`config.mk`:
```
export PLATFORM = sky130hd
export DESIGN_NAME = cpu_clk_ctrl
export DESIGN_NICKNAME = d
export VERILOG_FILES = /design/src/rtl/cpu_clk_pkg.sv /design/src/rtl/step_sync.sv /design/src/rtl/cpu_clk_ctrl.sv
export SDC_FILE = /design/constraint.sdc
export NUM_CORES = 1
export LEC_CHECK = 0
export ABC_AREA = 1
export BUFFER_PORTS_ARGS = -buffer_cell sky130_fd_sc_hd__buf_2
export CORE_UTILIZATION = 55
export DETAILED_ROUTE_END_ITERATION = 10
export PLACE_DENSITY = 0.74
export SLEW_MARGIN = 25
export SYNTH_ARGS = -nofsm -noshare
export SYNTH_HDL_FRONTEND = slang
export SYNTH_SLANG_ARGS = --single-unit
```
`constraint.sdc`:
```
create_clock -name CLK_SRC -period 3.8 [get_ports CLK_SRC]
set_clock_uncertainty 0.15 [all_clocks]
set_input_delay 1.14 -clock CLK_SRC [delete_from_list [all_inputs] [get_ports CLK_SRC]]
set_output_delay 1.14 -clock CLK_SRC [all_outputs]
set_load 0.01 [all_outputs]
```
`src/rtl/cpu_clk_pkg.sv`:
```
`default_nettype none
// ============================================================================
// Module      : cpu_clk_pkg
// Description : Shared types and constants for the PHI0 clock sequencer.
// Revision    : 1.0  initial release
// ============================================================================
package cpu_clk_pkg;

    typedef enum logic [1:0] {
        S_LOW  = 2'd0,
        S_HIGH = 2'd1,
        S_WAIT = 2'd2
    } state_t;

    localparam logic [1:0] SPD_X1 = 2'b00;
    localparam logic [1:0] SPD_X2 = 2'b01;
    localparam logic [1:0] SPD_X4 = 2'b10;
    localparam logic [1:0] SPD_X8 = 2'b11;

    // True when a CNT_W-bit counter can hold every load the sequencer issues.
    function automatic bit cnt_w_ok(input int cnt_w, input int low_t,
                                    input int high_t, input int wait_t);
        longint max_base;
        longint need_phase;
        longint need_wait;
        longint cap;
        max_base   = (low_t > high_t) ? longint'(low_t) : longint'(high_t);
        need_phase = (max_base << 3) - 1;
        need_wait  = longint'(wait_t) - 1;
        cap        = (longint'(1) << cnt_w) - 1;
        return (low_t >= 1) && (high_t >= 1) && (wait_t >= 0) &&
               (need_phase <= cap) && (need_wait <= cap);
    endfunction

endpackage
`default_nettype wire

```
`src/rtl/step_sync.sv`:
```
`default_nettype none
// ============================================================================
// Module      : step_sync
// Description : Two-flop synchronizer with rising-edge pulse for the STEP button.
// Revision    : 1.0  initial release
// ============================================================================
module step_sync (
    input  logic clk,
    input  logic rst_n,
    input  logic i_step,
    output logic o_rise
);

    logic r_meta;
    logic r_sync;
    logic r_prev;

    always_ff @(posedge clk or negedge rst_n) begin
        if (!rst_n) begin
            r_meta <= 1'b0;
            r_sync <= 1'b0;
            r_prev <= 1'b0;
        end else begin
            r_meta <= i_step;
            r_sync <= r_meta;
            r_prev <= r_sync;
        end
    end

    assign o_rise = r_sync & ~r_prev;

endmodule
`default_nettype wire

```
`src/rtl/cpu_clk_ctrl.sv`:
```
`default_nettype none
// ============================================================================
// Module      : cpu_clk_ctrl
// Description : 65C02 PHI0 sequencer with speed scaling and slow-access stretch.
//               Optional single-step mode: define CPU_CLK_SINGLE_STEP_EN.
// Revision    : 1.0  initial release
// ============================================================================
module cpu_clk_ctrl
    import cpu_clk_pkg::*;
#(
    parameter int LOW_TICKS  = 7,
    parameter int HIGH_TICKS = 7,
    parameter int WAIT_TICKS = 14,
    parameter int CNT_W      = 8
) (
    input  logic       CLK_SRC,
    input  logic       RESET_N,
    input  logic [1:0] SPEED_SEL,
    input  logic       SLOW_CS,
`ifdef CPU_CLK_SINGLE_STEP_EN
    input  logic       STEP_MODE,
    input  logic       STEP,
`endif
    output logic       PHI0,
    output logic       PHI2_RISE,
    output logic       STRETCHING
);

    generate
        if (!cnt_w_ok(CNT_W, LOW_TICKS, HIGH_TICKS, WAIT_TICKS)) begin : g_cnt_w_chk
            $error("cpu_clk_ctrl: CNT_W too narrow or tick parameters out of range");
        end
    endgenerate

    function automatic logic [CNT_W-1:0] phase_load(input int base, input logic [1:0] sel);
        int scaled;
        case (sel)
            SPD_X1: scaled = base;
            SPD_X2: scaled = base * 2;
            SPD_X4: scaled = base * 4;
            SPD_X8: scaled = base * 8;
        endcase
        return CNT_W'(scaled - 1);
    endfunction

    localparam logic [CNT_W-1:0] c_low_rst   = CNT_W'(LOW_TICKS - 1);
    localparam logic [CNT_W-1:0] c_wait_load = CNT_W'((WAIT_TICKS > 0) ? WAIT_TICKS - 1 : 0);
    localparam bit               c_wait_en   = (WAIT_TICKS > 0);

    state_t           r_state;
    state_t           w_state;
    logic [CNT_W-1:0] r_cnt;
    logic [CNT_W-1:0] w_cnt;
    logic [1:0]       r_sh;
    logic [1:0]       w_sh;
    logic             r_slow_pend;
    logic             w_slow_pend;
    logic             r_phi0;
    logic             w_phi0;
    logic             r_rise;
    logic             w_rise;
    logic             r_stretch;
    logic             w_stretch;
    logic             w_cnt_zero;
    logic             w_advance;

`ifdef CPU_CLK_SINGLE_STEP_EN
    logic w_step_rise;

    step_sync u_step_sync (
        .clk    (CLK_SRC),
        .rst_n  (RESET_N),
        .i_step (STEP),
        .o_rise (w_step_rise)
    );

    // Edges arriving outside the hold point are simply never consumed.
    assign w_advance = !STEP_MODE || w_step_rise;
`else
    assign w_advance = 1'b1;
`endif

    assign w_cnt_zero = (r_cnt == '0);

    always_ff @(posedge CLK_SRC or negedge RESET_N) begin
        if (!RESET_N) begin
            r_state     <= S_LOW;
            r_cnt       <= c_low_rst;
            r_sh        <= SPD_X1;
            r_slow_pend <= 1'b0;
            r_phi0      <= 1'b0;
            r_rise      <= 1'b0;
            r_stretch   <= 1'b0;
        end else begin
            r_state     <= w_state;
            r_cnt       <= w_cnt;
            r_sh        <= w_sh;
            r_slow_pend <= w_slow_pend;
            r_phi0      <= w_phi0;
            r_rise      <= w_rise;
            r_stretch   <= w_stretch;
        end
    end

    always_comb begin
        w_state     = r_state;
        w_cnt       = r_cnt;
        w_sh        = r_sh;
        w_slow_pend = r_slow_pend;
        w_phi0      = r_phi0;
        w_rise      = 1'b0;
        w_stretch   = r_stretch;
        case (r_state)
            S_LOW: begin
                if (!w_cnt_zero) begin
                    w_cnt = r_cnt - 1'b1;
                end else if (w_advance) begin
                    w_state     = S_HIGH;
                    w_cnt       = phase_load(HIGH_TICKS, r_sh);
                    w_slow_pend = SLOW_CS;
                    w_phi0      = 1'b1;
                    w_rise      = 1'b1;
                end
            end
            S_HIGH: begin
                if (!w_cnt_zero) begin
                    w_cnt = r_cnt - 1'b1;
                end else if (r_slow_pend && c_wait_en) begin
                    w_state   = S_WAIT;
                    w_cnt     = c_wait_load;
                    w_stretch = 1'b1;
                end else begin
                    // New speed is only adopted here so no phase is ever cut short.
                    w_state = S_LOW;
                    w_sh    = SPEED_SEL;
                    w_cnt   = phase_load(LOW_TICKS, SPEED_SEL);
                    w_phi0  = 1'b0;
                end
            end
            S_WAIT: begin
                if (!w_cnt_zero) begin
                    w_cnt = r_cnt - 1'b1;
                end else begin
                    w_state   = S_LOW;
                    w_sh      = SPEED_SEL;
                    w_cnt     = phase_load(LOW_TICKS, SPEED_SEL);
                    w_phi0    = 1'b0;
                    w_stretch = 1'b0;
                end
            end
            default: begin
                w_state   = S_LOW;
                w_cnt     = phase_load(LOW_TICKS, r_sh);
                w_phi0    = 1'b0;
                w_stretch = 1'b0;
            end
        endcase
    end

    assign PHI0       = r_phi0;
    assign PHI2_RISE  = r_rise;
    assign STRETCHING = r_stretch;

endmodule
`default_nettype wire

```
== After elaboration in Yosys (flattened, before gate mapping) ==
Index checks and enable logic that the tools add are counted.

* Output and inout port bits: 3
* Flip-flop bits (word level): 16
* Word-level logic and storage cells: 71

* Reductions and logical operators: 11
* Bitwise logic cells: 1
* Muxes and demuxes: 34
* Add/subtract/negate cells: 5
* Equality and inequality tests: 13

{| class="wikitable"
|+ Operators with widths
! kind !! number
|-
| $mux 8 || 12
|-
| $pmux 8 s4 || 2
|-
| $sub 8x2->8 const B || 4
|-
| $pmux 8 s3 || 1
|-
| $mux 2 || 7
|-
| $reduce_and 4->1 || 3
|-
| $eq 2x2->1 const B || 5
|-
| $ne 2x2->1 const B || 5
|-
| $logic_not 8->1 || 1
|-
| $mux 1 || 8
|-
| $sub 8x1->8 const B || 1
|-
| $eq 2x1->1 const B || 3
|-
| $logic_not 2->1 || 3
|-
| $pmux 1 s3 || 2
|-
| $pmux 2 s3 || 1
|-
| $pmux 2 s2 || 1
|-
| $reduce_and 3->1 || 1
|-
| $reduce_or 3->1 || 1
|-
| $reduce_and 2->1 || 1
|-
| $reduce_bool 2->1 || 1
|-
| $not 1->1 || 1
|}

== Longest topological paths before layout ==
* Depth after elaboration: 9
* Mapped depth: 11
* Depth with buffers taken out: 11

== Worst setup path before layout ==
Ideal clock, no wire load.

* Kind: input-to-reg
* Start: input SPEED_SEL[0]
* End: register r_cnt[3]
* Data arrival time: 1747 ps
* Setup slack: 1786 ps
* Setup time: 117 ps
* Cell stages on the path: 6
* Cell sequence: inv_1 ha_1 o21ai_1 nand2_1 nand2_1 nand2_1

* Longest elaborated chain between the ends: 9
* Elaborated cells on any way between the ends: 16
* Classes of those cells: add/sub: 2; eq/ne: 3; mux: 10; reduce/logical: 1

{| class="wikitable"
|+ Ends and longest elaborated chain
! item !! line !! text
|-
| start, declared || cpu_clk_ctrl.sv:18 || <nowiki>input logic [1:0] SPEED_SEL,</nowiki>
|-
| $eq 2x2->1 (tied with other cells) || cpu_clk_ctrl.sv:37 || <nowiki>case (sel)</nowiki>
|-
| $pmux 8 s4 * || cpu_clk_ctrl.sv:37 ||
|-
| $mux 8 || cpu_clk_ctrl.sv:128 || <nowiki>end else if (r_slow_pend && c_wait_en) begin</nowiki>
|-
| $mux 8 || cpu_clk_ctrl.sv:126 || <nowiki>if (!w_cnt_zero) begin</nowiki>
|-
| $mux 8 || cpu_clk_ctrl.sv:113 || <nowiki>case (r_state)</nowiki>
|-
| $sub 8x2->8 || cpu_clk_ctrl.sv:43 || <nowiki>return CNT_W'(scaled - 1);</nowiki>
|-
| $mux 8 || cpu_clk_ctrl.sv:128 ||
|-
| $mux 8 || cpu_clk_ctrl.sv:126 ||
|-
| $pmux 8 s3 * || cpu_clk_ctrl.sv:113 ||
|-
| named net w_cnt[3] || cpu_clk_ctrl.sv:53 || <nowiki>logic [CNT_W-1:0] w_cnt;</nowiki>
|-
| end signal, assigned || cpu_clk_ctrl.sv:88 || <nowiki>r_cnt <= c_low_rst;</nowiki>
|-
| end signal, assigned || cpu_clk_ctrl.sv:96 || <nowiki>r_cnt <= w_cnt;</nowiki>
|-
| end, declared || cpu_clk_ctrl.sv:52 || <nowiki>logic [CNT_W-1:0] r_cnt;</nowiki>
|}

The timed path passes the listed nets; every way through them passes the cells marked *. The select of a mux whose other input is x is not followed.
A chain may end at the register's enable or synchronous reset.

== Final worst setup path ==
* Start: register r_stretch (netlist: STRETCHING)
* End: output STRETCHING

{| class="wikitable"
|+ RTL lines
! item !! line !! text
|-
| start, declared || cpu_clk_ctrl.sv:62 || <nowiki>logic r_stretch;</nowiki>
|-
| start signal, assigned || cpu_clk_ctrl.sv:101 || <nowiki>r_stretch <= w_stretch;</nowiki>
|-
| end, declared || cpu_clk_ctrl.sv:26 || <nowiki>output logic STRETCHING</nowiki>
|}

No word-level cell between the ends.

==> flow_metrics.env <==
export IMPL_ctsRootBufferMaster="clkbuf_4"
export IMPL_syn_to_final_growth_pct=8.99
export IMPL_crit_family="flip-flops"
export IMPL_internal_power_mw=0.232
export IMPL_rsz0062_at_grt="false"
export IMPL_cp_cell_sequence="buf_2"
export IMPL_num_rows=16
export IMPL_ys_ff_latch=16
export IMPL_max_stage_delay_ns=0.38
export IMPL_viasPerCell=4.90
export IMPL_cts_setup_buffers=0
export IMPL_wl_um=2220
export IMPL_clk_pin_slew_worst_paths_ns=0.09
export IMPL_critPathKind="reg -> out"
export IMPL_synth_area_per_cell_um2=7.59
export IMPL_first_pass_iters=5
export IMPL_routedWlPerCell_um=11.5
export IMPL_ir_drop_uv=171
export IMPL_p_sw_frac=0.214
export IMPL_cp_end_kind="output port"
export IMPL_final_cell_area_um2=1270
export IMPL_path_max_fanout=2
export IMPL_hold_violations=0
export IMPL_worst_pin_slew_ns=0.363
export IMPL_initial_utilization=0.590
export IMPL_setup_viol=0
export IMPL_status="finished clean"
export IMPL_antenna_found_initial=0
export IMPL_clock_insertion_delay_worst_skew_ns=0.29
export IMPL_boundaryPins=8
export IMPL_grt_usage=0.220
export IMPL_hp_class="reg -> reg"
export IMPL_cts_hold_buffers=0
export IMPL_htree_levels=1
export IMPL_timing_fmax_mhz=477
export IMPL_syn_nets=171
export IMPL_period_share=0.552
export IMPL_synth_cell_types=28
export IMPL_worstSetupStartpointType="register"
export IMPL_final_nets=183
export IMPL_cp_arrival_ns=0.81
export IMPL_syn_area_um2=1170
export IMPL_n_antenna_cell=0
export IMPL_synth_cells=154
export IMPL_p_sw_mw=0.0632
export IMPL_reg2reg_slack_ns=2.09
export IMPL_cts_sinks=16
export IMPL_cp_num_cells=1
export IMPL_dpl_cell_area_um2=1240
export IMPL_ctsResizeCount=0
export IMPL_cts_tree="done"
export IMPL_grt_use_met1=0.285
export IMPL_yosysWarnings=0
export IMPL_r2r_end="r_cnt[5]"
export IMPL_setup_worst_path_start="STRETCHING"
export IMPL_worstPathRequired_ns=2.51
export IMPL_layout_drive_gt1_share=0.188
export IMPL_dr_total_vias=941
export IMPL_r2r_start="r_cnt[0]"
export IMPL_busiest_layer="met2"
export IMPL_cts_buffers=3
export IMPL_reg2reg_depth=11
export IMPL_overflow=0
export IMPL_grt_max_degree=17
export IMPL_ant_nets=0
export IMPL_fillCellCount=191
export IMPL_place_gp_congestion=0.856
export IMPL_max_slew_margin=0.758
export IMPL_drv_slew=0
export IMPL_drt_iter0_drc=20
export IMPL_clkPwrFrac=0.387
export IMPL_grt_pass1_wl_um=3370
export IMPL_drcViolationCount=0
export IMPL_port_buffers=7
export IMPL_grt_util_met3=0.0333
export IMPL_clockBufferDepth=2
export IMPL_drv_cap=0
export IMPL_powerDensity_nw_per_um2=232
export IMPL_grt_use_met2=0.362
export IMPL_hpwlAfterDp_um=1800
export IMPL_p_seq_frac=0.577
export IMPL_seq_area_frac_synth=0.345
export IMPL_comb_power_share=0.035
export IMPL_dieWidth_um=48.1
export IMPL_path_buf_inv=1
export IMPL_p_leak_nw=0.693
export IMPL_finish_utilization=0.643
export IMPL_min_period_ns=2.10
export IMPL_slowest_stage="dfrtp_1"
export IMPL_grt_pass1_vias=811
export IMPL_die_area_um2=2310
export IMPL_endpoint="STRETCHING"
export IMPL_coreArea_um2=1980
export IMPL_fin_setup_tns_ns=0
export IMPL_dieHeight_um=48.1
[how the worst min path moves through the flow]
stage	start	endpoint	slack [ns]	depth (start not counted)
floorplan	r_cnt[6]	r_cnt[6]	0.31	1
global placement	PHI0	PHI0	0.31	2
detailed placement	PHI0	PHI0	0.31	2
CTS	PHI0	PHI0	0.34	2
global route	PHI0	PHI0	0.37	2
finish	PHI0	PHI0	0.33	2
[cell type report]
type                    count  area, µm²  share of cell area
clock buffers               4       36.3              0.0285
inverters                  28        108              0.0845
multi-input cells         110        658               0.517
flip-flops and latches     16        403               0.316
well taps                  27       33.8              0.0265
repair buffers              7       35.0              0.0275
[Yosys cell counts]
cell type / instances / area [µm²]
nor3_2: 1 / 10.0
dfrtp_1: 14 / 350
o21ai_0: 5 / 25.0
nor2_8: 1 / 20.0
nor2_1: 13 / 48.8
inv_4: 1 / 6.26
o21bai_1: 1 / 7.51
o21ai_1: 9 / 45.0
nor3_1: 1 / 5.00
a31oi_1: 1 / 6.26
nand2_1: 39 / 146
nor2_4: 2 / 22.5
nand2_4: 1 / 11.3
o22ai_1: 1 / 6.26
ha_1: 12 / 150
xor2_1: 1 / 8.76
inv_1: 23 / 86.3
nor2_2: 3 / 18.8
inv_2: 4 / 15.0
and3_1: 1 / 6.26
a21oi_1: 3 / 15.0
nand2_8: 1 / 20.0
dfstp_2: 2 / 52.6
nand3b_1: 2 / 15.0
o211ai_1: 1 / 7.51
nand3_1: 7 / 35.0
nand2_2: 3 / 18.8
o21ai_2: 1 / 8.76
[layer usage]
layer  share of wire  up-vias  wire (µm)
met3           0.023        4         52
met4           0.016        0         36
li1                -      500          -
met5               0        -          0
met1            0.48      421       1070
met2            0.48       16       1050
[power groups by stage]
stage | Sequential [mW] | Clock, mW | Combinational (mW)
CTS | 0.170 | 0.117 | 0.0109
global placement | 0.174 | 0 | 0.0102
global route | 0.170 | 0.123 | 0.0124
floorplan | 0.174 | 0 | 0.00345
detailed placement | 0.174 | 0 | 0.0108
finish | 0.170 | 0.114 | 0.0104
[cell families after synthesis]
group,share of synthesized area
buf+inv,0.0921
simple gates,0.323
compound gates,0.104
fa+ha+maj,0.128
flops,0.345
xor+xnor,0.00750
[stage by stage]
step,hold slack (ns),setup slack [ns],cells,power (mW)
2_1_floorplan,0.313,1.79,154,0.177
3_3_place_gp,0.307,1.59,188,0.184
3_5_place_dp,0.314,1.57,188,0.184
4_1_cts,0.336,1.69,192,0.298
5_1_grt,0.371,1.66,192,0.306
6_report,0.330,1.70,192,0.295
[state kept, by name, summed over array words and instances, names as in the netlist]
name and flops:
r_slow_pend 1, r_sh 2, STRETCHING 1, r_state 2, r_cnt 8, PHI0 1, PHI2_RISE 1
[cells in the final DEF (no fill, tap or decap), types with 4 or more instances in the layout]
cell type  instances
inv_2              4
dfrtp_1           14
nand2_1           39
nand3_1            7
o21ai_0            5
inv_1             23
o21ai_1            9
ha_1              12
nor2_1            13
buf_2              7
[worst register-to-register path: stages, from the launching register on]
cell and delay [ns]:
dfrtp_1 0.41, inv_1 0.09, ha_1 0.19, inv_1 0.08, nor2_4 0.17, nand2_8 0.10
nand2_2 0.08, nand2_1 0.06, nor2_1 0.11, nand2_1 0.06, nand2_1 0.06, nand2_1 0.04
(Power assumes the default switching activity.)
